`config.mk`:
```
export PLATFORM = sky130hd
export DESIGN_NAME = ecl_access_ctrl
export DESIGN_NICKNAME = d
export VERILOG_FILES = /design/src/rtl/ecl_access_ctrl.sv
export SDC_FILE = /design/constraint.sdc
export NUM_CORES = 1
export LEC_CHECK = 0
export ABC_AREA = 1
export BUFFER_PORTS_ARGS = -buffer_cell sky130_fd_sc_hd__buf_2
export CORE_ASPECT_RATIO = 0.6
export CORE_MARGIN = 2
export CORE_UTILIZATION = 60
export DETAILED_ROUTE_END_ITERATION = 7
export HOLD_SLACK_MARGIN = 0.02
export PLACE_DENSITY = 0.81
export SLEW_MARGIN = 20
export SYNTH_ARGS = -nofsm -noshare
export SYNTH_HDL_FRONTEND = slang
export SYNTH_SLANG_ARGS = --single-unit
```
`constraint.sdc`:
```
create_clock -name CLK -period 2.26 [get_ports CLK]
set_input_delay 0 -clock CLK [delete_from_list [all_inputs] [get_ports CLK]]
set_output_delay 0 -clock CLK [all_outputs]
set_load 0.01 [all_outputs]
```
`src/rtl/ecl_access_ctrl.sv`:
```
// Access controller for the electronic combination lock: button edge detection,
// code entry, match/mismatch evaluation, timed unlock and failure lockout.
module ecl_access_ctrl #(
  parameter int                  CODE_LEN       = 5,
  parameter logic [CODE_LEN-1:0] CODE_RESET     = 5'b01011,
  parameter int                  MAX_FAIL       = 3,
  parameter int                  UNLOCK_CYCLES  = 500,
  parameter int                  LOCKOUT_CYCLES = 1000,
  parameter int                  TIMEOUT_CYCLES = 200
) (
  input  logic                CLK,
  input  logic                RESET,
  input  logic                but_0,
  input  logic                but_1,
  input  logic                prog_we,
  input  logic [CODE_LEN-1:0] prog_code,
  output logic                UNLOCK,
  output logic                LOCKED_OUT,
  output logic [3:0]          fail_cnt,
  output logic                entry_active
);

  localparam int MAX_UL  = (UNLOCK_CYCLES > LOCKOUT_CYCLES) ? UNLOCK_CYCLES : LOCKOUT_CYCLES;
  localparam int MAX_CYC = (MAX_UL > TIMEOUT_CYCLES) ? MAX_UL : TIMEOUT_CYCLES;
  localparam int CNT_W   = $clog2(MAX_CYC + 1);
  localparam int IDX_W   = $clog2(CODE_LEN + 1);

  // The counter runs down to zero, so each load is one less than the duration.
  localparam logic [CNT_W-1:0] UNLOCK_LD  = CNT_W'(UNLOCK_CYCLES - 1);
  localparam logic [CNT_W-1:0] LOCKOUT_LD = CNT_W'(LOCKOUT_CYCLES - 1);
  localparam logic [CNT_W-1:0] TIMEOUT_LD = CNT_W'(TIMEOUT_CYCLES - 1);
  localparam logic [IDX_W-1:0] IDX_LAST   = IDX_W'(CODE_LEN - 1);
  localparam logic [3:0]       FAIL_MAX   = 4'(MAX_FAIL);

  typedef enum logic [1:0] {
    ST_IDLE,
    ST_ENTRY,
    ST_OPEN,
    ST_LOCKOUT
  } state_e;

  state_e              state_q, state_d;
  logic                but_0_q, but_1_q;
  logic [CODE_LEN-1:0] shift_q, shift_d;
  logic [CODE_LEN-1:0] code_q, code_d;
  logic [IDX_W-1:0]    idx_q, idx_d;
  logic [CNT_W-1:0]    cnt_q, cnt_d;
  logic [3:0]          fail_q, fail_d;
  logic                unlock_q, locked_q;

  logic                ev0, ev1, ev, digit;
  logic [CODE_LEN:0]   shift_ext;
  logic [CODE_LEN-1:0] entered;
  logic [3:0]          fail_inc;
  logic                do_eval;

  // A rise only counts while the other button is low, so chords and
  // press-while-holding never produce a digit.
  assign ev0   = but_0 & ~but_0_q & ~but_1;
  assign ev1   = but_1 & ~but_1_q & ~but_0;
  assign ev    = ev0 | ev1;
  assign digit = ev1;

  assign shift_ext = {shift_q, digit};
  assign entered   = shift_ext[CODE_LEN-1:0];
  assign fail_inc  = (fail_q >= FAIL_MAX) ? FAIL_MAX : fail_q + 4'd1;

  always_comb begin
    // NOTE: every variable gets a default before the case so no path leaves it
    // unassigned; a missing default here would infer a latch.
    state_d = state_q;
    shift_d = shift_q;
    code_d  = code_q;
    idx_d   = idx_q;
    fail_d  = fail_q;
    cnt_d   = (cnt_q != '0) ? cnt_q - 1'b1 : cnt_q;
    do_eval = 1'b0;

    unique case (state_q)
      ST_IDLE: begin
        if (ev) begin
          shift_d = CODE_LEN'(digit);
          idx_d   = IDX_W'(1);
          if (CODE_LEN == 1) begin
            do_eval = 1'b1;
          end else begin
            state_d = ST_ENTRY;
            cnt_d   = TIMEOUT_LD;
          end
        end
      end

      ST_ENTRY: begin
        // An event on the expiry edge wins over the timeout.
        if (ev) begin
          shift_d = entered;
          idx_d   = idx_q + 1'b1;
          cnt_d   = TIMEOUT_LD;
          if (idx_q == IDX_LAST) begin
            do_eval = 1'b1;
          end
        end else if (cnt_q == '0) begin
          state_d = ST_IDLE;
          idx_d   = '0;
        end
      end

      ST_OPEN: begin
        if (prog_we) begin
          code_d = prog_code;
        end
        if (cnt_q == '0) begin
          state_d = ST_IDLE;
        end
      end

      ST_LOCKOUT: begin
        if (cnt_q == '0) begin
          state_d = ST_IDLE;
          fail_d  = '0;
        end
      end

      default: state_d = ST_IDLE;
    endcase

    if (do_eval) begin
      idx_d = '0;
      if (entered == code_q) begin
        state_d = ST_OPEN;
        cnt_d   = UNLOCK_LD;
        fail_d  = '0;
      end else begin
        fail_d = fail_inc;
        if (fail_inc == FAIL_MAX) begin
          state_d = ST_LOCKOUT;
          cnt_d   = LOCKOUT_LD;
        end else begin
          state_d = ST_IDLE;
          cnt_d   = '0;
        end
      end
    end
  end

  always_ff @(posedge CLK or negedge RESET) begin
    if (!RESET) begin
      state_q  <= ST_IDLE;
      but_0_q  <= 1'b0;
      but_1_q  <= 1'b0;
      shift_q  <= '0;
      // NOTE: the combination register is reset like any other flop; it must
      // revert to the factory code, so it cannot be left to a RAM-style init.
      code_q   <= CODE_RESET;
      idx_q    <= '0;
      cnt_q    <= '0;
      fail_q   <= '0;
      unlock_q <= 1'b0;
      locked_q <= 1'b0;
    end else begin
      // NOTE: non-blocking assignments keep every flop sampling pre-edge values,
      // which the edge detector relies on.
      state_q  <= state_d;
      but_0_q  <= but_0;
      but_1_q  <= but_1;
      shift_q  <= shift_d;
      code_q   <= code_d;
      idx_q    <= idx_d;
      cnt_q    <= cnt_d;
      fail_q   <= fail_d;
      unlock_q <= (state_d == ST_OPEN);
      locked_q <= (state_d == ST_LOCKOUT);
    end
  end

  assign UNLOCK       = unlock_q;
  assign LOCKED_OUT   = locked_q;
  assign fail_cnt     = fail_q;
  assign entry_active = (state_q == ST_ENTRY);

endmodule

```
== Yosys cells after proc, flatten, opt, wreduce, memory -nomap -nowiden ==
Index checks and enable logic that the tools add are counted.

* Bits in registers: 32
* Input port bits: 10
* Output and inout bits: 7
* Word-level logic and storage cells: 77

* $add $sub $neg: 3
* Order comparisons: 1
* Equal/unequal tests: 12
* Multiplexer cells: 29
* Bitwise gates (word level): 9
* Reduce and logical (&&, ||, !) cells: 13

{| class="wikitable"
|+ Operators by type and width
! cell !! count
|-
| $mux W10 || 6
|-
| $mux W4 || 7
|-
| $mux W2 || 6
|-
| $mux W3 || 4
|-
| $logic_not A10 Y1 || 1
|-
| $reduce_bool A10 Y1 || 1
|-
| $sub A10 B1 Y10 const B || 1
|-
| $eq A2 B2 Y1 const B || 4
|-
| $pmux W4 S2 || 1
|-
| $pmux W2 S3 || 1
|-
| $pmux W3 S2 || 1
|-
| $reduce_and A3 Y1 || 2
|-
| $reduce_bool A2 Y1 || 3
|-
| $eq A5 B5 Y1 || 1
|-
| $add A4 B1 Y4 const B || 1
|-
| $and A1 B1 Y1 || 4
|-
| $eq A4 B2 Y1 const B || 1
|-
| $ge A4 B2 Y1 const B || 1
|-
| $ne A4 B1 Y1 const B || 1
|-
| $not A1 Y1 || 4
|-
| $reduce_and A2 Y1 || 2
|-
| $reduce_or A2 Y1 || 2
|-
| $add A3 B1 Y3 const B || 1
|-
| $eq A3 B3 Y1 const B || 1
|-
| 8 further kinds || 10
|}

== Longest topological paths before layout ==
Gate-level depths: netlist of run 1.

* Depth in word-level cells: 8
* Depth in mapped cells: 10
* Mapped depth without buffers: 10

== Worst setup path after synthesis of run 1 ==
Ideal clock, no wire load.

* Path type: reg-to-reg
* Start point: reg cnt_q[0]
* End point: reg cnt_q[0]
* Arrival time: 1.317 ns
* Path slack: 0.818 ns
* Cell stages (with the launch flop): 10
* Path buffers: 1
* Clock period less this slack: 1.442 ns
* Path through: dfrtp_1 inv_1 ha_1 nand2_1 nor2_4 nand2_2 buf_6 xor2_1 nand2_1 nand2_1

* Cells in the longest elaborated chain, start to end: 5
* Elaborated cells on any way between the ends: 6

{| class="wikitable"
|+ Ends and longest elaborated chain
! element !! line !! source
|-
| start, declared || 47 || <nowiki>logic [CNT_W-1:0] cnt_q, cnt_d;</nowiki>
|-
| start signal, assigned || 169 || <nowiki>cnt_q <= cnt_d;</nowiki>
|-
| $sub A10 B1 Y10 or $reduce_bool A10 Y1 (tied branches) || 76 || <nowiki>cnt_d = (cnt_q != '0) ? cnt_q - 1'b1 : cnt_q;</nowiki>
|-
| $mux W10 * || 76 ||
|-
| $mux W10 || 95 || <nowiki>if (ev) begin</nowiki>
|-
| $mux W10 * || -- ||
|-
| $mux W10 * || 127 || <nowiki>if (do_eval) begin</nowiki>
|-
| via cnt_d[0] || 47 ||
|}

Mark *: on every way through the listed nets, which the timed path passes. The rest lies on a longest branch.
A chain may end at the register's enable or synchronous reset.

== Final worst setup path of run 1 ==
* Start point: reg cnt_q[1]
* End point: reg fail_q[0], in the netlist fail_cnt[0]

* Cells in the longest elaborated chain, start to end: 3

{| class="wikitable"
|+ Ends and longest elaborated chain
! element !! line !! source
|-
| $logic_not A10 Y1 || 118 || <nowiki>if (cnt_q == '0) begin</nowiki>
|-
| $reduce_bool A2 Y1 (no source line) || -- ||
|-
| $reduce_and A2 Y1 (no source line) || -- ||
|-
| end signal, assigned || 170 || <nowiki>fail_q <= fail_d;</nowiki>
|-
| end, declared || 48 || <nowiki>logic [3:0] fail_q, fail_d;</nowiki>
|}

Every way passes these cells.

==> results_dict.tcl, run 1 <==
set metrics [dict create \
    setup_viol 0 \
    cap_violations 0 \
    fill_cells 176 \
    syn_avg_cell_area_um2 8.554 \
    synth_mux_area_share_pct 0 \
    switching_power_mw 0.9030 \
    row_count 14 \
    tns_ps 0 \
    first_global_vias 1364 \
    worst-r2r-cell-count 7 \
    cp-start-kind "register" \
    drc 0 \
    fmax_ghz 0.5716 \
    slew_headroom_pct 53.05 \
    wl_per_cell_um 13.51 \
    start_util_pct 65.11 \
    synth-edff-count 0 \
    async_reset_ff_share_pct 100.0 \
    vias 1384 \
    power_frac_clock_pct 19.4 \
    swShare_pct 41.18 \
    synth_xor_area_share_pct 4.179 \
    cts_tree "done" \
    crit_arrival_ps 1900 \
    detail-route-antenna-nets 0 \
    ys_types 28 \
    crit_type "reg -> reg" \
    overflow 0 \
    hold_path_class "in -> reg" \
    area_growth_pct 16.12 \
    grt_pass1_wl_mm 6.134 \
    via_per_inst 5.344 \
    antenna_cells 0 \
    p_per_area_nw_per_um2 1126 \
    synth_common_cells "37 x nand2_1, 29 x dfrtp_1, 29 x inv_1" \
    grt_max_degree 33 \
    intPower_mw 1.290 \
    htreeDepth 2 \
    p_seq_share_pct 41.4 \
    grt_util_met3_pct 8.482 \
    critPathMaxFanout 14 \
    syn_area_um2 1677 \
    portBuffers 16 \
    grt_antenna_before_repair 0 \
    slew_viol_final 0 \
    cts.clk_slew.worst_paths_ps 70 \
    synth_fa_ha_area_share_pct 2.985 \
    tightest_slew_ps 704.2 \
    synthTopCellsByArea "dfrtp_1 43%, nand2_1 8.3%, inv_1 6.5%, dfstp_2 4.7%, nor2_1 4.5%" \
    numCtsBuffers 5 \
    clockBufferDepth 2 \
    die_height_um 44.95 \
    core_area_um2 2575 \
    critPathLaunch "cnt_q[1]$_DFF_PN0_" \
    die_w_um 72.25 \
    top_usage_layer "met2" \
    ys.flop_type "dfrtp_1" \
    status "finished, final reports clean" \
    rsz0062_at_grt "no" \
    finalWorstSetupSlack_ps 510.6 \
    leakagePower_nw 1.025 \
    synth_top_area_share_pct 43.28 \
    r2r-end "fail_cnt[0]$_DFFE_PN0P_" \
    ios 17 \
    yosysSeqAreaShare_pct 47.99 \
    r2r-start "cnt_q[1]$_DFF_PN0_" \
    drt_iter0_drc 144 \
    firstDrtPassIters 4 \
    grt_util_met2_pct 38.90 \
    ys_seq_elements 32 \
    cts_sinks 32 \
    layout.nets 240 \
    clockRootBuffer "clkbuf_8" \
    crit_end "fail_cnt[0]$_DFFE_PN0P_" \
    p_comb_share_pct 39.2 \
    routed_wl_mm 3.499 \
    syn-num-nets 210 \
    dieArea_um2 3247 \
    min_period_over_period_pct 77.41 \
    setup.worst_path.end_class "register" \
    post-place-ws_ps 539.5 \
    ir_drop_mv 0.6610 \
    synth-compound-area-share_pct 8.433 \
    drive_above_1_share_pct 21.15 \
    worstPathRequired_ps 2410 \
    synth_top_family_by_area "simple AND/OR/NAND/NOR gates" \
    yosys.area_share.simple_pct 27.61 \
    clk_latency_ps 290 \
    r2r_slack_ps 510 \
    syn_inst 196 \
    post-route-min-period_ps 1749 \
    dp_hpwl_mm 2.442 \
    synth_most_common_cell "nand2_1" \
    report.final.hold_viol_count 0 \
    routabilityCongestion 0.7836 \
    finClkSkew_ps 8.247 \
    synth_top_area_cell "dfrtp_1" \
    use_met1_pct 35.43 \
    yosys_warnings 0 \
    post_cts_buffers 0 \
    grt_use_total_pct 26.00 \
]
## power by group through the flow
stage               Sequential, mW  Combinational, mW  Clock [mW]
global placement             0.901              0.799           0
finish                       0.908              0.859       0.425
CTS                          0.905              0.851       0.427
detailed placement           0.913              0.834           0
floorplan                    0.896              0.626           0
global route                 0.930              0.980       0.450
## worst max-delay path: stages (launching register included)
cell	delay, ps
dfrtp_1	390
inv_1	100
ha_1	220
nand2_1	130
nor2_4	160
nand2_2	190
o21ai_1	300
o21ai_0	130
## flip-flops by register name, summed over array words and instances (netlist names)
name,count
code_q,5
LOCKED_OUT,1
shift_q,4
but_0_q,1
but_1_q,1
UNLOCK,1
cnt_q,10
idx_q,3
state_q,2
fail_cnt,4
## metal layers
metal	part of all wire, %	wire [um]
met4	1.1	38
met5	0	0
met1	49	1713
met3	6.9	242
met2	43	1505
## metrics by stage
stage	instances	util (%)	total power, mW	instance area (um2)	hold slack, ps
floorplan	196	-	1.521	1677	-295.6
global placement	243	69.34	1.700	1785	72.75
detailed placement	243	69.34	1.746	1785	93.24
CTS	259	75.61	2.183	1947	240.1
global route	259	75.61	2.360	1947	294.6
finish	259	75.61	2.193	1947	257.5
## cells in the final DEF, fill, tap and decap left out, types with 4 or more instances in the layout
master and instances:
nor2_1 20, inv_2 5, xor2_1 6, nand2_1 37
o21ai_0 10, dfrtp_1 29, clkbuf_8 5, nand3_2 4
dlygate4sd3_1 8, nand3_1 10, nor2_4 4, a21oi_1 7
nand2_2 4, buf_2 16, inv_1 29, nand4_1 4
ha_1 4
## logic make-up after synthesis
logic type / Yosys count
and+or+nand+nor: 90
buffers and inverters: 36
DFF: 32
AOI/OAI and AO/OA: 26
xor gates and xnor gates: 8
adders and majority gates: 4
## final cells by class
class                           instances  area, um2  share of cell area (%)
Clock buffer                            7      76.32                   3.920
Clock inverter                          1      5.005                  0.2571
Inverter                               35      136.4                   7.005
Multi-Input combinational cell        128      724.4                   37.21
Sequential cell                        32      804.5                   41.32
Tap cell                               32      40.04                   2.057
Timing Repair Buffer                   24      160.2                   8.226
## worst min-delay path by stage
stage	cells past startpoint	endpoint	from
floorplan	0	LOCKED_OUT$_DFF_PN0_	RESET
global placement	1	but_1_q$_DFF_PN0_	RESET
detailed placement	1	but_1_q$_DFF_PN0_	RESET
CTS	3	code_q[3]$_DFFE_PN1P_	prog_we
global route	3	code_q[3]$_DFFE_PN1P_	prog_we
finish	3	code_q[3]$_DFFE_PN1P_	prog_we
## what timing repair did
action / CTS / global route
hold buffers: 8 / 0
hold endpoints to repair: 36 / 0
gates resized for setup: 0 / 0
(Power assumes the default switching activity.)
==> run 2: changes to the inputs <==
--- a/config.mk
+++ b/config.mk
@@ -5,14 +5,14 @@
 export SDC_FILE = /design/constraint.sdc
 export NUM_CORES = 1
 export LEC_CHECK = 0
-export ABC_AREA = 1
+export ABC_AREA = 0
 export BUFFER_PORTS_ARGS = -buffer_cell sky130_fd_sc_hd__buf_2
 export CORE_ASPECT_RATIO = 0.6
 export CORE_MARGIN = 2
-export CORE_UTILIZATION = 60
+export CORE_UTILIZATION = 52
 export DETAILED_ROUTE_END_ITERATION = 7
 export HOLD_SLACK_MARGIN = 0.02
-export PLACE_DENSITY = 0.81
+export PLACE_DENSITY = 0.75
 export SLEW_MARGIN = 20
 export SYNTH_ARGS = -nofsm -noshare
 export SYNTH_HDL_FRONTEND = slang
==> constraint.sdc (replaced) <==
create_clock -name CLK -period 1.6 [get_ports CLK]
set_input_delay 0 -clock CLK [delete_from_list [all_inputs] [get_ports CLK]]
set_output_delay 0 -clock CLK [all_outputs]
set_load 0.01 [all_outputs]
==> run 2 against run 1 <==
Effect of this change:
- the flow now finishes with violations (setup timing)
- sequential power rose by 54%
- global-route usage is 6.5 points higher
- first-iteration DRC count grew 55%
- final cell count grew 3.5%
- fmax decreased by 11%
- combinational power grew 150%
- total power increased by 96%
- worst setup slack got worse by 870 ps
- utilization is 13 points higher
- critical path type unchanged
- critical endpoint is now UNLOCK$_DFF_PN0_
- highest routed layer unchanged
==> results_dict.tcl, run 2 <==
set metrics [dict create \
    cp-start-kind "register" \
    grt_max_degree 33 \
    syn-num-nets 164 \
    r2r_slack_ps -360 \
    layout.nets 239 \
    r2r-end "UNLOCK$_DFF_PN0_" \
    syn_area_um2 1608 \
    row_count 15 \
    synth_top_area_share_pct 45.14 \
    routabilityCongestion 0.9269 \
    clockBufferDepth 2 \
    ys_types 43 \
    tightest_slew_ps 718.0 \
    cts_tree "done" \
    hold_path_class "in -> reg" \
    wl_per_cell_um 26.24 \
    yosysSeqAreaShare_pct 50.04 \
    totalPowerFinal_mw 4.301 \
    synthTopCellsByArea "dfrtp_1 45%, dfstp_2 4.9%, mux2_2 4.2%, xnor2_1 3.3%, ha_1 3.1%" \
    crit_type "reg -> reg" \
    dieArea_um2 3567 \
    ys.flop_type "dfrtp_1" \
    clockRootBuffer "clkbuf_8" \
    slew_headroom_pct 52.13 \
    min_path_cells 4 \
    leakagePower_nw 1.125 \
    crit_path_cell_trace "ha_1, nor3_2, o21ai_0, buf_4, a311oi_4, a21boi_2" \
    cts_sinks 32 \
    finalWorstSetupSlack_ps -356.0 \
    report.final.hold_viol_count 0 \
    path_delay_family "compound AO/OA/AOI/OAI gates" \
    fmax_ghz 0.5112 \
    rsz0062_at_grt "yes" \
    worst-r2r-cell-count 6 \
    slew_viol_final 0 \
    via_per_inst 6.754 \
    whs_ps 186.2 \
    layout.cells.non_filler 268 \
    synth_common_cells "29 x dfrtp_1, 10 x nor2_1, 10 x o21ai_0" \
    dp_hpwl_mm 3.152 \
    cap_violations 0 \
    ys_seq_elements 32 \
    status "complete, but fails checks" \
    max_stage_delay_ps 390 \
    firstDrtPassIters 5 \
    r2r-start "fail_cnt[0]$_DFFE_PN0P_" \
    setup.worst_path.end_class "register" \
    crit_arrival_ps 2180 \
    grt_use_total_pct 32.46 \
    critPathBufInv 1 \
    overflow 0 \
    antenna_cells 0 \
    ir_drop_mv 1.836 \
    detail-route-antenna-nets 0 \
    placedCellCount 246 \
    violations "setup timing" \
    area_growth_pct 61.17 \
    final_common_cell "buf_4" \
    min_period_over_period_pct 122.3 \
    largest_register_ffs 10 \
    grt_antenna_before_repair 0 \
    fill_cells 112 \
    vias 1810 \
    drc 0 \
    synth_most_common_cell "dfrtp_1" \
    drt_iter0_drc 223 \
    worstPathRequired_ps 1820 \
    cts.clk_slew.worst_paths_ps 70 \
    htreeDepth 2 \
    ios 17 \
    reg_top3 "cnt_q: 10 flops, code_q: 5 flops" \
    synth_top_area_cell "dfrtp_1" \
    drive_above_1_share_pct 58.85 \
    setup_viol 21 \
    core_area_um2 2909 \
    layout_common_cells "42 x buf_4, 28 x dfrtp_1, 16 x buf_2, 8 x dlygate4sd3_1" \
    finClkSkew_ps 9.251 \
    regMostFlops "cnt_q" \
    whs_endpoint "shift_q[0]$_DFFE_PN0P_" \
    numCtsBuffers 5 \
    yosys_warnings 0 \
    start_util_pct 55.27 \
    first_global_vias 1611 \
    syn_avg_cell_area_um2 10.72 \
    critPathMaxFanout 3 \
    async_reset_ff_share_pct 100.0 \
    cp_slowest_cell "dfrtp_1" \
    die_w_um 75.79 \
    p_per_area_nw_per_um2 1660 \
    portBuffers 16 \
    post-route-min-period_ps 1956 \
    routed_wl_mm 7.033 \
    grt_pass1_wl_mm 7.928 \
    die_height_um 47.07 \
    clk_latency_ps 300 \
    synth-edff-count 0 \
    hold_start "but_1" \
    syn_inst 150 \
]
[run 2: worst max path at each step]
stage,startpoint,to,slack (ps),cells past startpoint
finish,fail_cnt[0]$_DFFE_PN0P_,UNLOCK$_DFF_PN0_,-360,6
global route,fail_cnt[0]$_DFFE_PN0P_,UNLOCK$_DFF_PN0_,-380,6
CTS,cnt_q[4]$_DFF_PN0_,cnt_q[9]$_DFF_PN0_,-150,5
detailed placement,cnt_q[3]$_DFF_PN0_,UNLOCK$_DFF_PN0_,-210,5
global placement,cnt_q[1]$_DFF_PN0_,cnt_q[9]$_DFF_PN0_,-130,5
floorplan,cnt_q[6]$_DFF_PN0_,cnt_q[9]$_DFF_PN0_,-140,5
[run 2: timing repair]
action,CTS,global route
gates cloned,0,1
pin swaps,3,10
hold buffers,8,0
setup endpoints to repair,16,23
endpoints found under the hold margin,37,0
setup buffers,1,5
resized for setup,20,46
[run 2: through the flow]
stage | utilization [%] | TNS [ps] | instance area (um2) | setup slack [ps]
after floorplan | - | -900.0 | 1628 | -143.1
after global placement | 70.49 | -673.0 | 2051 | -128.0
after detailed placement | 70.49 | -1322 | 2051 | -213.8
after CTS | 80.00 | -357.5 | 2327 | -147.8
after global routing | 89.08 | -3674 | 2591 | -384.2
final | 89.08 | -3104 | 2591 | -356.0
[run 2: report_power, final]
group | internal [mW] | switching, mW
Combinational | 1.00 | 1.11
Clock | 0.462 | 0.326
Sequential | 1.11 | 0.292
[run 2: metal layers]
metal	GRT usage (%)	up-vias	share of wire [%]	routed length (um)
met2	48.10	190	44	3090
met5	0	-	0	0
li1	-	705	-	-
met1	41.06	849	36	2505
met4	18.95	0	5.7	403
met3	12.66	66	15	1033
[run 2: cell families after synthesis]
kind of cell    share of synthesized area (%)
fa+ha+maj                               3.113
buf+inv                                 2.490
compound gates                          16.65
xor+xnor                                5.447
simple gates                            17.43
mux                                     4.825
flops                                   50.04
[run 2: worst min-delay path, delay by kind of cell]
family | cells | cell delay, ps
simple gates | 2 | 240
compound gates | 1 | 90
buf+inv | 1 | 120
[run 2: area by class of cell]
class                           instances  area (um2)  share of cell area [%]
Clock inverter                          2       35.03                   1.352
Clock buffer                            6       72.57                   2.801
Timing Repair Buffer                   69       509.2                   19.65
Sequential cell                        32       805.8                   31.10
Inverter                                8       30.03                   1.159
Multi-Input combinational cell        109        1086                   41.91
Tap cell                               42       52.55                   2.028
